## config.mk

```make
export PLATFORM = sky130hd
export DESIGN_NAME = if_id_skid_stage
export DESIGN_NICKNAME = d
export VERILOG_FILES = /design/src/rtl/if_id_pkg.sv /design/src/rtl/skid_buf2.sv /design/src/rtl/if_id_skid_stage.sv
export SDC_FILE = /design/constraint.sdc
export NUM_CORES = 1
export LEC_CHECK = 0
export ABC_CLOCK_PERIOD_IN_PS = 7290
export BUFFER_PORTS_ARGS = -buffer_cell sky130_fd_sc_hd__buf_2
export CORE_MARGIN = 2
export CORE_UTILIZATION = 40
export CTS_CLUSTER_DIAMETER = 30
export DETAILED_ROUTE_END_ITERATION = 6
export PLACE_DENSITY = 0.65
export SYNTH_ARGS = -nofsm -noshare
export SYNTH_HDL_FRONTEND = slang
export SYNTH_SLANG_ARGS = --single-unit
```

## constraint.sdc

```tcl
create_clock -name clk -period 7.29 [get_ports clk]
set_clock_uncertainty 0.05 [all_clocks]
set_input_delay 1.458 -clock clk [delete_from_list [all_inputs] [get_ports clk]]
set_output_delay 1.458 -clock clk [all_outputs]
set_load 0.05 [all_outputs]
```

## src/rtl/if_id_pkg.sv

```systemverilog
// rtl/if_id_pkg.sv - shared types and instruction field positions for the fetch-to-decode stage
package if_id_pkg;

    localparam int INSTR_W  = 32;

    localparam int IMM_MSB  = 11;
    localparam int IMM_LSB  = 0;
    localparam int RD_MSB   = 15;
    localparam int RD_LSB   = 12;
    localparam int RN_MSB   = 19;
    localparam int RN_LSB   = 16;
    localparam int OP_MSB   = 27;
    localparam int OP_LSB   = 26;
    localparam int COND_MSB = 31;
    localparam int COND_LSB = 28;

    typedef enum logic [1:0] {
        EMPTY = 2'd0,
        ONE   = 2'd1,
        FULL  = 2'd2
    } state_t;

endpackage

```

## src/rtl/skid_buf2.sv

```systemverilog
// rtl/skid_buf2.sv - generic 2-entry valid/ready skid buffer with synchronous flush
module skid_buf2
    import if_id_pkg::*;
#(
    parameter int W = 64
) (
    input  logic         clk,
    input  logic         reset,
    input  logic         flush,
    input  logic [W-1:0] s_tdata,
    input  logic         s_tvalid,
    output logic         s_tready,
    output logic [W-1:0] m_tdata,
    output logic         m_tvalid,
    input  logic         m_tready
);

    state_t       state, state_nxt;
    logic [W-1:0] head, head_nxt;
    logic [W-1:0] tail, tail_nxt;
    logic         push, pop;

    // Handshake qualifiers come from registered state only, so downstream
    // back-pressure never reaches the upstream ready combinationally.
    assign s_tready = (state != FULL);
    assign m_tvalid = (state != EMPTY);
    assign m_tdata  = head;

    assign push = s_tvalid & s_tready;
    assign pop  = m_tvalid & m_tready;

    always_comb begin
        state_nxt = state;
        head_nxt  = head;
        tail_nxt  = tail;
        if (flush) begin
            state_nxt = EMPTY;
        end else begin
            case (state)
                EMPTY: begin
                    if (push) begin
                        state_nxt = ONE;
                        head_nxt  = s_tdata;
                    end
                end
                ONE: begin
                    if (push && pop) begin
                        head_nxt = s_tdata;
                    end else if (push) begin
                        state_nxt = FULL;
                        tail_nxt  = s_tdata;
                    end else if (pop) begin
                        state_nxt = EMPTY;
                    end
                end
                FULL: begin
                    if (pop) begin
                        state_nxt = ONE;
                        head_nxt  = tail;
                    end
                end
                default: state_nxt = EMPTY;
            endcase
        end
    end

    // Data registers are not cleared on pop or flush; consumers gate on m_tvalid.
    always_ff @(posedge clk or posedge reset) begin
        if (reset) begin
            state <= EMPTY;
            head  <= '0;
            tail  <= '0;
        end else begin
            state <= state_nxt;
            head  <= head_nxt;
            tail  <= tail_nxt;
        end
    end

endmodule

```

## src/rtl/if_id_skid_stage.sv

```systemverilog
// rtl/if_id_skid_stage.sv - fetch-to-decode skid stage with field split; IF_ID_PERF_CNT_EN enables the stall counter
module if_id_skid_stage
    import if_id_pkg::*;
#(
    parameter int PC_W = 32
) (
    input  logic               clk,
    input  logic               reset,
    input  logic               Flush,
    input  logic [INSTR_W-1:0] InstrIn,
    input  logic [PC_W-1:0]    PCIn,
    input  logic               InstrValid,
    output logic               InstrReady,
    output logic               DecValid,
    input  logic               DecReady,
    output logic [INSTR_W-1:0] Instr,
    output logic [PC_W-1:0]    PCOut,
    output logic [11:0]        Imm,
    output logic [3:0]         Rd,
    output logic [3:0]         Rn,
    output logic [1:0]         Op,
    output logic [3:0]         Cond,
    output logic [31:0]        StallCount
);

    localparam int ENTRY_W = PC_W + INSTR_W;

    logic [ENTRY_W-1:0] head;

    skid_buf2 #(
        .W(ENTRY_W)
    ) u_buf (
        .clk      (clk),
        .reset    (reset),
        .flush    (Flush),
        .s_tdata  ({PCIn, InstrIn}),
        .s_tvalid (InstrValid),
        .s_tready (InstrReady),
        .m_tdata  (head),
        .m_tvalid (DecValid),
        .m_tready (DecReady)
    );

    assign Instr = head[INSTR_W-1:0];
    assign PCOut = head[ENTRY_W-1:INSTR_W];

    // Fields are raw slices; sign/zero extension belongs to the immediate extender.
    assign Imm  = Instr[IMM_MSB:IMM_LSB];
    assign Rd   = Instr[RD_MSB:RD_LSB];
    assign Rn   = Instr[RN_MSB:RN_LSB];
    assign Op   = Instr[OP_MSB:OP_LSB];
    assign Cond = Instr[COND_MSB:COND_LSB];

`ifdef IF_ID_PERF_CNT_EN
    logic [31:0] stall_cnt;

    // Saturating; only reset clears it so stalls survive pipeline flushes.
    always_ff @(posedge clk or posedge reset) begin
        if (reset) begin
            stall_cnt <= '0;
        end else if (DecValid && !DecReady && (stall_cnt != 32'hFFFF_FFFF)) begin
            stall_cnt <= stall_cnt + 32'd1;
        end
    end

    assign StallCount = stall_cnt;
`else
    assign StallCount = 32'd0;
`endif

endmodule

```

==> flow_summary.yaml <==
global_routing:
  grt_overflow: 0
  grt_max_degree: 77
  grtUsageTotal_pct: 14.80
  grt_pass1_vias: 3690
  grt_pass1_wl_um: 18350
  antenna_found_initial: 0
power_and_ir_drop:
  comb_power_share_pct: 29.6
  switching_share_pct: 35.66
  switching_power_mw: 0.9474
  peakVddDrop_v: 0.0001744
  power_density_nw_per_um2: 362.4
  clockPowerShare_pct: 33.2
  p_seq_share_pct: 37.2
  internal_power_mw: 1.709
  leakage_nw: 3.429
  power_mw: 2.657
sta:
  worstMarginPinSlew_ps: 1129
  slew_viol_final: 0
  setup_tns_ps: 0
  fin_crit_sh_pct: 52.65
  slew_headroom_pct: 24.57
  hold_viol_final: 0
  period_needed_ps: 3838
  rsz0062_at_grt: "false"
  finalSetupViolCount: 0
  fmax_mhz: 260.5
layout:
  n_fill_cell: 1332
  seq_area_um2: 3253
  nNetsFinal: 621
  antenna_cells: 0
  multi_input_area_um2: 2397
  final_common_cell: "mux2_2"
  syn_to_final_growth_pct: 19.91
  layout-drive-gt1-share_pct: 68.79
  mostFrequentLayoutCells: "mux2_2, buf_2, dfrtp_1"
routing:
  first_pass_iters: 4
  drt_iter0_drc: 85
  drt.antenna.violating_nets: 0
  drc: 0
  vias: 3584
  viasPerCell: 4.766
  finalWirelength_um: 11460
  wl_per_cell_um: 15.24
yosys:
  synth_warnings: 0
  yosysSeqAreaShare_pct: 53.20
  netlist_area_um2: 6115
  ys_ff_latch: 130
  synth_cell_types: 22
  syn_area_per_cell_um2: 14.73
  syn_inst: 415
cts:
  postCtsResizedCells: 0
  cts_max_level: 4
  clock-sinks: 130
  worst_skew_pair.late_latency_ps: 420
  numCtsBuffers: 17
  cts_root_buf: "clkbuf_16"
  clockBufferDepth: 2
  cts_tree: "yes"
  post-cts-setup-buffers: 0
  clkTransAtPathRegs_ps: 60
  hold_buffers: 0
floorplan:
  die_area_um2: 16290
  core_um2: 15090
  fp.dieH_um: 127.6
  start_util_pct: 40.52
  row_count: 45
  die_w_um: 127.6
  io_pins: 193
worst_setup_path:
  r2r_start: "u_buf.state[1]"
  critical_path_arrival_ps: 2330
  start_kind: "flip-flop"
  crit_required_ps: 5780
  startpoint: "u_buf.state[0]"
  path_max_fanout: 57
  worstSetupEndpointType: "output port"
  worst-setup-path-type: "reg -> out"
placement:
  hpwl_um: 7435
  io_buffers: 160
  place.gp.congestion: 0.7345
worst_hold_path:
  worstHoldStart: "u_buf.m_tdata[35]"
  hold_class: "reg -> reg"
run_status:
  outcome: "complete, no violations"
flow_run:
  max-cap-violations: 0
## per-layer routing
layer,vias to the layer above,global-route usage (%),routed length (um)
li1,1649,-,-
met1,1797,17.84,4932
met2,120,22.90,5360
met3,18,6.323,925
met4,0,7.111,240
met5,-,0,0
## synth_stat cells, drive strengths merged
cell type | n | share of area [%]
a21oi | 2 | 0.35
and2b | 1 | 0.12
buf | 74 | 9.5
clkbuf | 2 | 0.12
conb | 1 | 0.061
dfrtp | 130 | 53
inv | 2 | 0.12
mux2 | 192 | 35
mux2i | 1 | 0.16
nand2b | 1 | 0.10
nand3 | 1 | 0.16
nor2 | 3 | 0.18
nor2b | 1 | 0.14
nor3 | 1 | 0.082
o21a | 1 | 0.12
o21ai | 1 | 0.14
or2 | 1 | 0.10
## final timing paths
kind,depth (start not counted),end,slack (ps)
setup / recovery,4,InstrReady,3450
hold / removal,1,u_buf.m_tdata[35],450
setup reg to reg,5,u_buf.m_tdata[51],4360
hold reg to reg,1,u_buf.m_tdata[35],450
max in group asynchronous,3,u_buf.tail[36],4670
min in group asynchronous,2,u_buf.m_tdata[27],1080
## power groups by stage
stage | Combinational [mW] | Sequential [mW] | Clock [mW]
2_1_floorplan | 0.424 | 1.24 | 0
3_3_place_gp | 0.782 | 0.987 | 0
3_5_place_dp | 0.795 | 1.00 | 0
4_1_cts | 0.796 | 0.990 | 0.908
5_1_grt | 0.828 | 1.01 | 0.947
6_report | 0.787 | 0.987 | 0.883
## cells by family after synthesis
kind of cell    Yosys count  synth area share (%)
other cells               1               0.06133
mux                     193                 35.52
simple gates              9                0.9005
flops                   130                 53.20
compound gates            4                0.6139
buf+inv                  78                 9.699
## per-stage QoR
step / hold slack (ps) / cells / cell area [um^2] / setup WS, ps / util [%]
6_report: 447.2 / 752 / 7332 / 3452 / 48.59
5_1_grt: 461.5 / 752 / 7332 / 3310 / 48.59
4_1_cts: 448.5 / 752 / 7332 / 3400 / 48.59
3_5_place_dp: 434.7 / 721 / 6719 / 3219 / 44.53
3_3_place_gp: 416.4 / 721 / 6719 / 3294 / 44.53
2_1_floorplan: 423.6 / 446 / 6231 / 2313 / -
## cell type report
class / count / area share, %
Clock buffer: 18 / 5.853
Sequential cell: 130 / 44.37
Multi-Input combinational cell: 238 / 32.70
Tap cell: 188 / 3.208
Inverter: 2 / 0.1365
Clock inverter: 13 / 2.509
Timing Repair Buffer: 163 / 11.23
## critical path: stages (launching register included)
cell and delay, ps:
dfrtp_1 480, nor2b_4 170, buf_4 680, inv_2 280
buf_2 290
## sequential cells by signal, indices dropped and copies added, names as in the netlist
| name | cells |
|---|---|
| u_buf.m_tdata | 64 |
| u_buf.tail | 64 |
| u_buf.state | 2 |
No activity file was read; power rests on OpenSTA's default activity.
